## src/rtl/aes_decryption.sv

```systemverilog
// Iterative AES-128 inverse cipher, one round per clock, with on-the-fly round keys.
// Both S-boxes live outside this block and answer combinationally in the same cycle.
module aes_decryption (
  input  logic         clk_i,
  input  logic         rst_ni,
  input  logic         start_i,
  input  logic [127:0] ciphertext_i,
  input  logic [127:0] key_i,
  output logic [127:0] inv_sbox_o,
  input  logic [127:0] inv_sbox_i,
  output logic [31:0]  key_sbox_o,
  input  logic [31:0]  key_sbox_i,
  output logic         busy_o,
  output logic         done_o,
  output logic [127:0] plaintext_o
);

  typedef enum logic [1:0] {StIdle, StKeyExp, StAddKey, StRound} state_e;

  state_e       r_fsm;
  logic [3:0]   r_rnd;
  logic [127:0] r_data;
  logic [127:0] r_key;
  logic [127:0] r_pt;
  logic         r_done;

  function automatic logic [7:0] rcon(input logic [3:0] idx);
    case (idx)
      4'd1:    rcon = 8'h01;
      4'd2:    rcon = 8'h02;
      4'd3:    rcon = 8'h04;
      4'd4:    rcon = 8'h08;
      4'd5:    rcon = 8'h10;
      4'd6:    rcon = 8'h20;
      4'd7:    rcon = 8'h40;
      4'd8:    rcon = 8'h80;
      4'd9:    rcon = 8'h1b;
      4'd10:   rcon = 8'h36;
      default: rcon = 8'h00;
    endcase
  endfunction

  function automatic logic [7:0] xtime(input logic [7:0] b);
    xtime = {b[6:0], 1'b0} ^ (b[7] ? 8'h1b : 8'h00);
  endfunction

  function automatic logic [31:0] inv_mix_col(input logic [31:0] col);
    logic [7:0] a [4];
    logic [7:0] m9 [4];
    logic [7:0] m11 [4];
    logic [7:0] m13 [4];
    logic [7:0] m14 [4];
    logic [7:0] x2, x4, x8;
    for (int i = 0; i < 4; i++) begin
      a[i]   = col[31-8*i -: 8];
      x2     = xtime(a[i]);
      x4     = xtime(x2);
      x8     = xtime(x4);
      m9[i]  = x8 ^ a[i];
      m11[i] = x8 ^ x2 ^ a[i];
      m13[i] = x8 ^ x4 ^ a[i];
      m14[i] = x8 ^ x4 ^ x2;
    end
    inv_mix_col = {m14[0] ^ m11[1] ^ m13[2] ^ m9[3],
                   m9[0]  ^ m14[1] ^ m11[2] ^ m13[3],
                   m13[0] ^ m9[1]  ^ m14[2] ^ m11[3],
                   m11[0] ^ m13[1] ^ m9[2]  ^ m14[3]};
  endfunction

  function automatic logic [127:0] inv_mix_columns(input logic [127:0] s);
    logic [127:0] o;
    o = '0;
    for (int c = 0; c < 4; c++) begin
      o[127-32*c -: 32] = inv_mix_col(s[127-32*c -: 32]);
    end
    return o;
  endfunction

  // Row r rotates right by r: out[r][c] = in[r][(c - r) mod 4], byte index 4c + r.
  function automatic logic [127:0] inv_shift_rows(input logic [127:0] s);
    logic [127:0] o;
    o = '0;
    for (int c = 0; c < 4; c++) begin
      for (int r = 0; r < 4; r++) begin
        o[127-8*(4*c+r) -: 8] = s[127-8*(4*((c+4-r)%4)+r) -: 8];
      end
    end
    return o;
  endfunction

  logic [31:0]  w_w0, w_w1, w_w2, w_w3;
  logic [31:0]  w_v0, w_v1, w_v2, w_v3;
  logic [31:0]  w_t;
  logic [31:0]  w_n0, w_n1, w_n2, w_n3;
  logic [127:0] w_key_fwd;
  logic [127:0] w_rk_prev;
  logic [127:0] w_x;
  logic [127:0] w_imc;
  logic         w_in_round;

  assign {w_w0, w_w1, w_w2, w_w3} = r_key;
  assign w_in_round = (r_fsm == StRound);

  // Forward expansion step (KEYEXP)
  assign w_t       = key_sbox_i ^ {rcon(r_rnd), 24'h0};
  assign w_n0      = w_w0 ^ w_t;
  assign w_n1      = w_w1 ^ w_n0;
  assign w_n2      = w_w2 ^ w_n1;
  assign w_n3      = w_w3 ^ w_n2;
  assign w_key_fwd = {w_n0, w_n1, w_n2, w_n3};

  // Inverse expansion step (ROUND): recovers round key rnd from round key rnd+1
  assign w_v3      = w_w3 ^ w_w2;
  assign w_v2      = w_w2 ^ w_w1;
  assign w_v1      = w_w1 ^ w_w0;
  assign w_v0      = w_w0 ^ key_sbox_i ^ {rcon(r_rnd + 4'd1), 24'h0};
  assign w_rk_prev = {w_v0, w_v1, w_v2, w_v3};

  assign key_sbox_o = w_in_round ? {w_v3[23:0], w_v3[31:24]} : {w_w3[23:0], w_w3[31:24]};
  assign inv_sbox_o = inv_shift_rows(r_data);

  assign w_x   = inv_sbox_i ^ w_rk_prev;
  assign w_imc = inv_mix_columns(w_x);

  always_ff @(posedge clk_i or negedge rst_ni) begin
    if (!rst_ni) begin
      r_fsm  <= StIdle;
      r_rnd  <= 4'd0;
      r_data <= '0;
      r_key  <= '0;
      r_pt   <= '0;
      r_done <= 1'b0;
    end else begin
      r_done <= 1'b0;
      case (r_fsm)
        StIdle: begin
          if (start_i) begin
            r_data <= ciphertext_i;
            r_key  <= key_i;
            r_rnd  <= 4'd1;
            r_fsm  <= StKeyExp;
          end
        end
        StKeyExp: begin
          r_key <= w_key_fwd;
          if (r_rnd == 4'd10) begin
            r_fsm <= StAddKey;
          end else begin
            r_rnd <= r_rnd + 4'd1;
          end
        end
        StAddKey: begin
          r_data <= r_data ^ r_key;
          r_rnd  <= 4'd9;
          r_fsm  <= StRound;
        end
        StRound: begin
          if (r_rnd == 4'd0) begin
            r_pt   <= w_x;
            r_done <= 1'b1;
            r_fsm  <= StIdle;
          end else begin
            r_data <= w_imc;
            r_key  <= w_rk_prev;
            r_rnd  <= r_rnd - 4'd1;
          end
        end
        default: r_fsm <= StIdle;
      endcase
    end
  end

  assign busy_o      = (r_fsm != StIdle);
  assign done_o      = r_done;
  assign plaintext_o = r_pt;

endmodule

```

## config.mk

```make
export PLATFORM = sky130hd
export DESIGN_NAME = aes_decryption
export DESIGN_NICKNAME = d
export VERILOG_FILES = /design/src/rtl/aes_decryption.sv
export SDC_FILE = /design/constraint.sdc
export NUM_CORES = 2
export LEC_CHECK = 0
export ABC_AREA = 1
export CAP_MARGIN = 20
export CORE_ASPECT_RATIO = 0.5
export CORE_UTILIZATION = 50
export CTS_CLUSTER_DIAMETER = 40
export DETAILED_ROUTE_END_ITERATION = 8
export GPL_TIMING_DRIVEN = 0
export PLACE_DENSITY = 0.86
export SETUP_SLACK_MARGIN = 0.5
export SLEW_MARGIN = 20
export SYNTH_ARGS = -nofsm -noshare
export SYNTH_HDL_FRONTEND = slang
export SYNTH_SLANG_ARGS = --single-unit
```

## constraint.sdc

```tcl
create_clock -name clk_i -period 4.3 [get_ports clk_i]
set_clock_uncertainty 0.05 [all_clocks]
set_input_delay 0.43 -clock clk_i [delete_from_list [all_inputs] [get_ports clk_i]]
set_output_delay 0.43 -clock clk_i [all_outputs]
set_load 0.05 [all_outputs]
```

==> results.md <==
- Share of layout cells above drive strength 1: 0.0790
- Proportion of netlist area held by the largest area contributor: 0.256
- Port bufs: 708
- H-tree depth reported by CTS: 2
- Final WS setup: approximately 0.28 ns
- Clk sink count: ~400
- Placed insts: 7398
- Width of the chip: roughly 400 microns
- Placer's final routability congestion estimate: 1.14
- Flops & latches, synth: 391
- Max-slew headroom at the worst pin: 0.0921
- Synthesis-to-layout area growth: 29.5%
- Number of nets at the end of the flow: 6885
- Sequential cell area: approximately 9800 sq um
- Synthesized instance count: 5663
- Async SR Flop Fraction: 1.00
- Clock transition time at the flip-flop clock pins of the worst setup and hold paths: 0.07 ns
- Number of enable flip-flop cells after synthesis: 0
- Critical path type: reg -> reg
- Core ar.: ~75000 sq um
- Count of max-cap constraint violations: 0
- Portion of the post-synthesis area used by sequential elements: 0.256
- WL per Instance: 30.3 microns
- Number of endpoints with negative hold slack in the final report: 0
- Fin crit share: 0.935
- Number of placement rows: 71
- Post-Route WL: around 230000 microns
- Violation count after the first detailed-route iteration: just under 8k
- Kind of start point of the critical path: register
- Most used DFF post-synth: sky130_fd_sc_hd__dfrtp_1
- Final non-filler cell total: around 7.5k
- Root Buffer: sky130_fd_sc_hd__clkbuf_16
- Crit path capture type: register
- I/O pin total: 709
- Slew @ Worst Pin: 1.36 ns
- Via count of the first global-routing pass: about 41k
- Number of antenna violations at the first check in global routing: 30
- Worst hold path class: in -> async
- Cell accounting for the most synthesized area: sky130_fd_sc_hd__dfrtp_1
- All-layer global routing usage: 0.570
- CTS tree: built
- Period minus WS final: slightly above 4 ns
- Largest net degree at the start of global routing: between 90 and 100
- Number of design rule violations left after detail routing: 3
- Half-perimeter wire length of the detailed placement result: between 150000 and 200000 microns
- Required time at the endpoint of the critical path: roughly 4.8 ns
- Result of the run: finished with violations
- Top area cells in the synthesized netlist: sky130_fd_sc_hd__dfrtp_1 (26%), sky130_fd_sc_hd__nand2_1 (19%), sky130_fd_sc_hd__xor2_1 (12%)
- Post-detailed-route count of antenna-violating nets: 0
- Summed instance area of the synthesized netlist: approximately 38000 sq um
- Area enclosed by the die boundary: approximately 78000 sq um
- Number of failing setup endpoints in the final timing report: 0
- Cts bufs inserted: 53
- Most frequent cells after synthesis: sky130_fd_sc_hd__nand2_1 (1892), sky130_fd_sc_hd__inv_1 (614), sky130_fd_sc_hd__xor2_1 (502)
- DRT Pass-1 Iters: 9
- Fill cell total of the finished layout: around 7k
- Cell with the most instances after synthesis: sky130_fd_sc_hd__nand2_1
- Setup repair after global routing missed its margin: true
- Clk Latency, worst-skew pair: around 0.69 ns
- Pre-CTS WS: -0.619 ns
- Clock Path Buffers: 3
- FMAX: 249 MHz
- Via density per instance: roughly 6
- Violated checks: DRC
- Area occupied by multi-input gates: around 26000 sq um
- Total grt overflow: 0
- Synthesis Warnings: 0
- Post-Syn Area per Cell: 6.74 sq um
- Total via count after detailed routing: roughly 46k
- Worst-path maximum fanout: 5
- Max Transition Viols Final: 0
- Worst path arrival time: around 4.6 ns
- Vertical die dimension: about 200 microns
- Starting density of the core: 0.507
- Syn_nets: between 6k and 7k
- Count of different cell masters after synthesis: 50
- Global-route wire length before repair: between 300000 and 400000 microns
[metal layers]
metal	routed length (microns)	part of all wire	vias up	track usage
met1	82400	0.36	21600	0.713
met5	528	0.0023	-	0.0169
met3	41100	0.18	994	0.298
li1	-	-	19700	-
met4	19000	0.083	22	0.393
met2	85500	0.37	4066	0.743
[cell usage in the layout (no fill, tap or decap), types with 53 or more instances in the layout]
master | netlist | layout
sky130_fd_sc_hd__or2_2 | 80 | 80
sky130_fd_sc_hd__dfrtp_1 | 391 | 389
sky130_fd_sc_hd__inv_1 | 614 | 611
sky130_fd_sc_hd__xor2_2 | 57 | 69
sky130_fd_sc_hd__a21oi_1 | 198 | 198
sky130_fd_sc_hd__clkbuf_16 | 0 | 54
sky130_fd_sc_hd__clkbuf_1 | 157 | 126
sky130_fd_sc_hd__a211oi_1 | 73 | 73
sky130_fd_sc_hd__o21ai_0 | 438 | 432
sky130_fd_sc_hd__nand3_1 | 445 | 443
sky130_fd_sc_hd__clkdlybuf4s50_1 | 0 | 677
sky130_fd_sc_hd__nand2_1 | 1892 | 1882
sky130_fd_sc_hd__xnor2_1 | 278 | 254
sky130_fd_sc_hd__nor2_1 | 74 | 73
sky130_fd_sc_hd__a21boi_1 | 52 | 53
sky130_fd_sc_hd__xor2_1 | 502 | 477
[per-stage QoR]
stage	area, sq um	hold slack, ns	utilization	setup TNS [ns]
2_1_floorplan	38200	0.0844	-	0
3_3_place_gp	46500	0.414	0.618	-6229.07
3_5_place_dp	46700	0.282	0.620	-16.70
4_1_cts	48700	0.179	0.647	0
5_1_grt	49400	0.208	0.656	0
6_report	49400	0.167	0.656	0
[flip-flops by register name, indices dropped and copies added, names as in the netlist]
signal	count
plaintext_o	128
r_data	128
r_key	128
r_rnd	4
r_fsm	2
done_o	1
[worst max-delay path, cell delays in order, from the launching register on]
cell	delay, ns
sky130_fd_sc_hd__dfrtp_1	0.58
sky130_fd_sc_hd__xnor2_1	0.78
sky130_fd_sc_hd__xor2_2	0.57
sky130_fd_sc_hd__xor2_1	0.51
sky130_fd_sc_hd__nand2_1	0.14
sky130_fd_sc_hd__nand2_1	0.12
sky130_fd_sc_hd__nand2_1	0.08
sky130_fd_sc_hd__nand2_1	0.06
sky130_fd_sc_hd__nand2_1	0.06
sky130_fd_sc_hd__nand3_1	0.11
sky130_fd_sc_hd__nand2_1	0.07
sky130_fd_sc_hd__nand2_1	0.05
sky130_fd_sc_hd__nand3_1	0.47
sky130_fd_sc_hd__a21oi_1	0.30
[worst paths after layout]
path / cells past startpoint / slack (ns) / end / start
worst min register to register: 2 / 0.43 / plaintext_o[71] / plaintext_o[71]
worst min-delay path: 2 / 0.17 / plaintext_o[5] / rst_ni
worst max-delay path: 13 / 0.28 / r_data[28] / r_key[25]
min in group clk_i: 3 / 0.35 / r_key[41] / key_i[41]
worst max register to register: 13 / 0.28 / r_data[28] / r_key[25]
max in group asynchronous: 5 / 2.58 / r_data[120] / rst_ni
[cell type report]
type                            count  share of cell area
Clock buffer                       66              0.0293
Clock inverter                     32             0.00749
Tap cell                         1022              0.0259
Antenna cell                       21             0.00106
Multi-Input combinational cell   4452               0.523
Sequential cell                   391               0.198
Inverter                          632              0.0481
Timing Repair Buffer              735               0.150
Buffer                            188              0.0170
[cell families after synthesis]
group	synth area share
compound gates	0.150
xor+xnor	0.223
fa+ha+maj	0.00426
buf+inv	0.0820
flops	0.256
mux	0.000524
simple gates	0.285
[repair_timing]
item,CTS,global route
pin swaps,0,5
resized for setup,156,110
buffers inserted,0,20
hold buffers,1,0
setup endpoints to repair,314,253
endpoints found under the hold margin,87,0
Power is not shown: default switching activity piles up to over one toggle a cycle in this logic, so the estimate is an artifact.
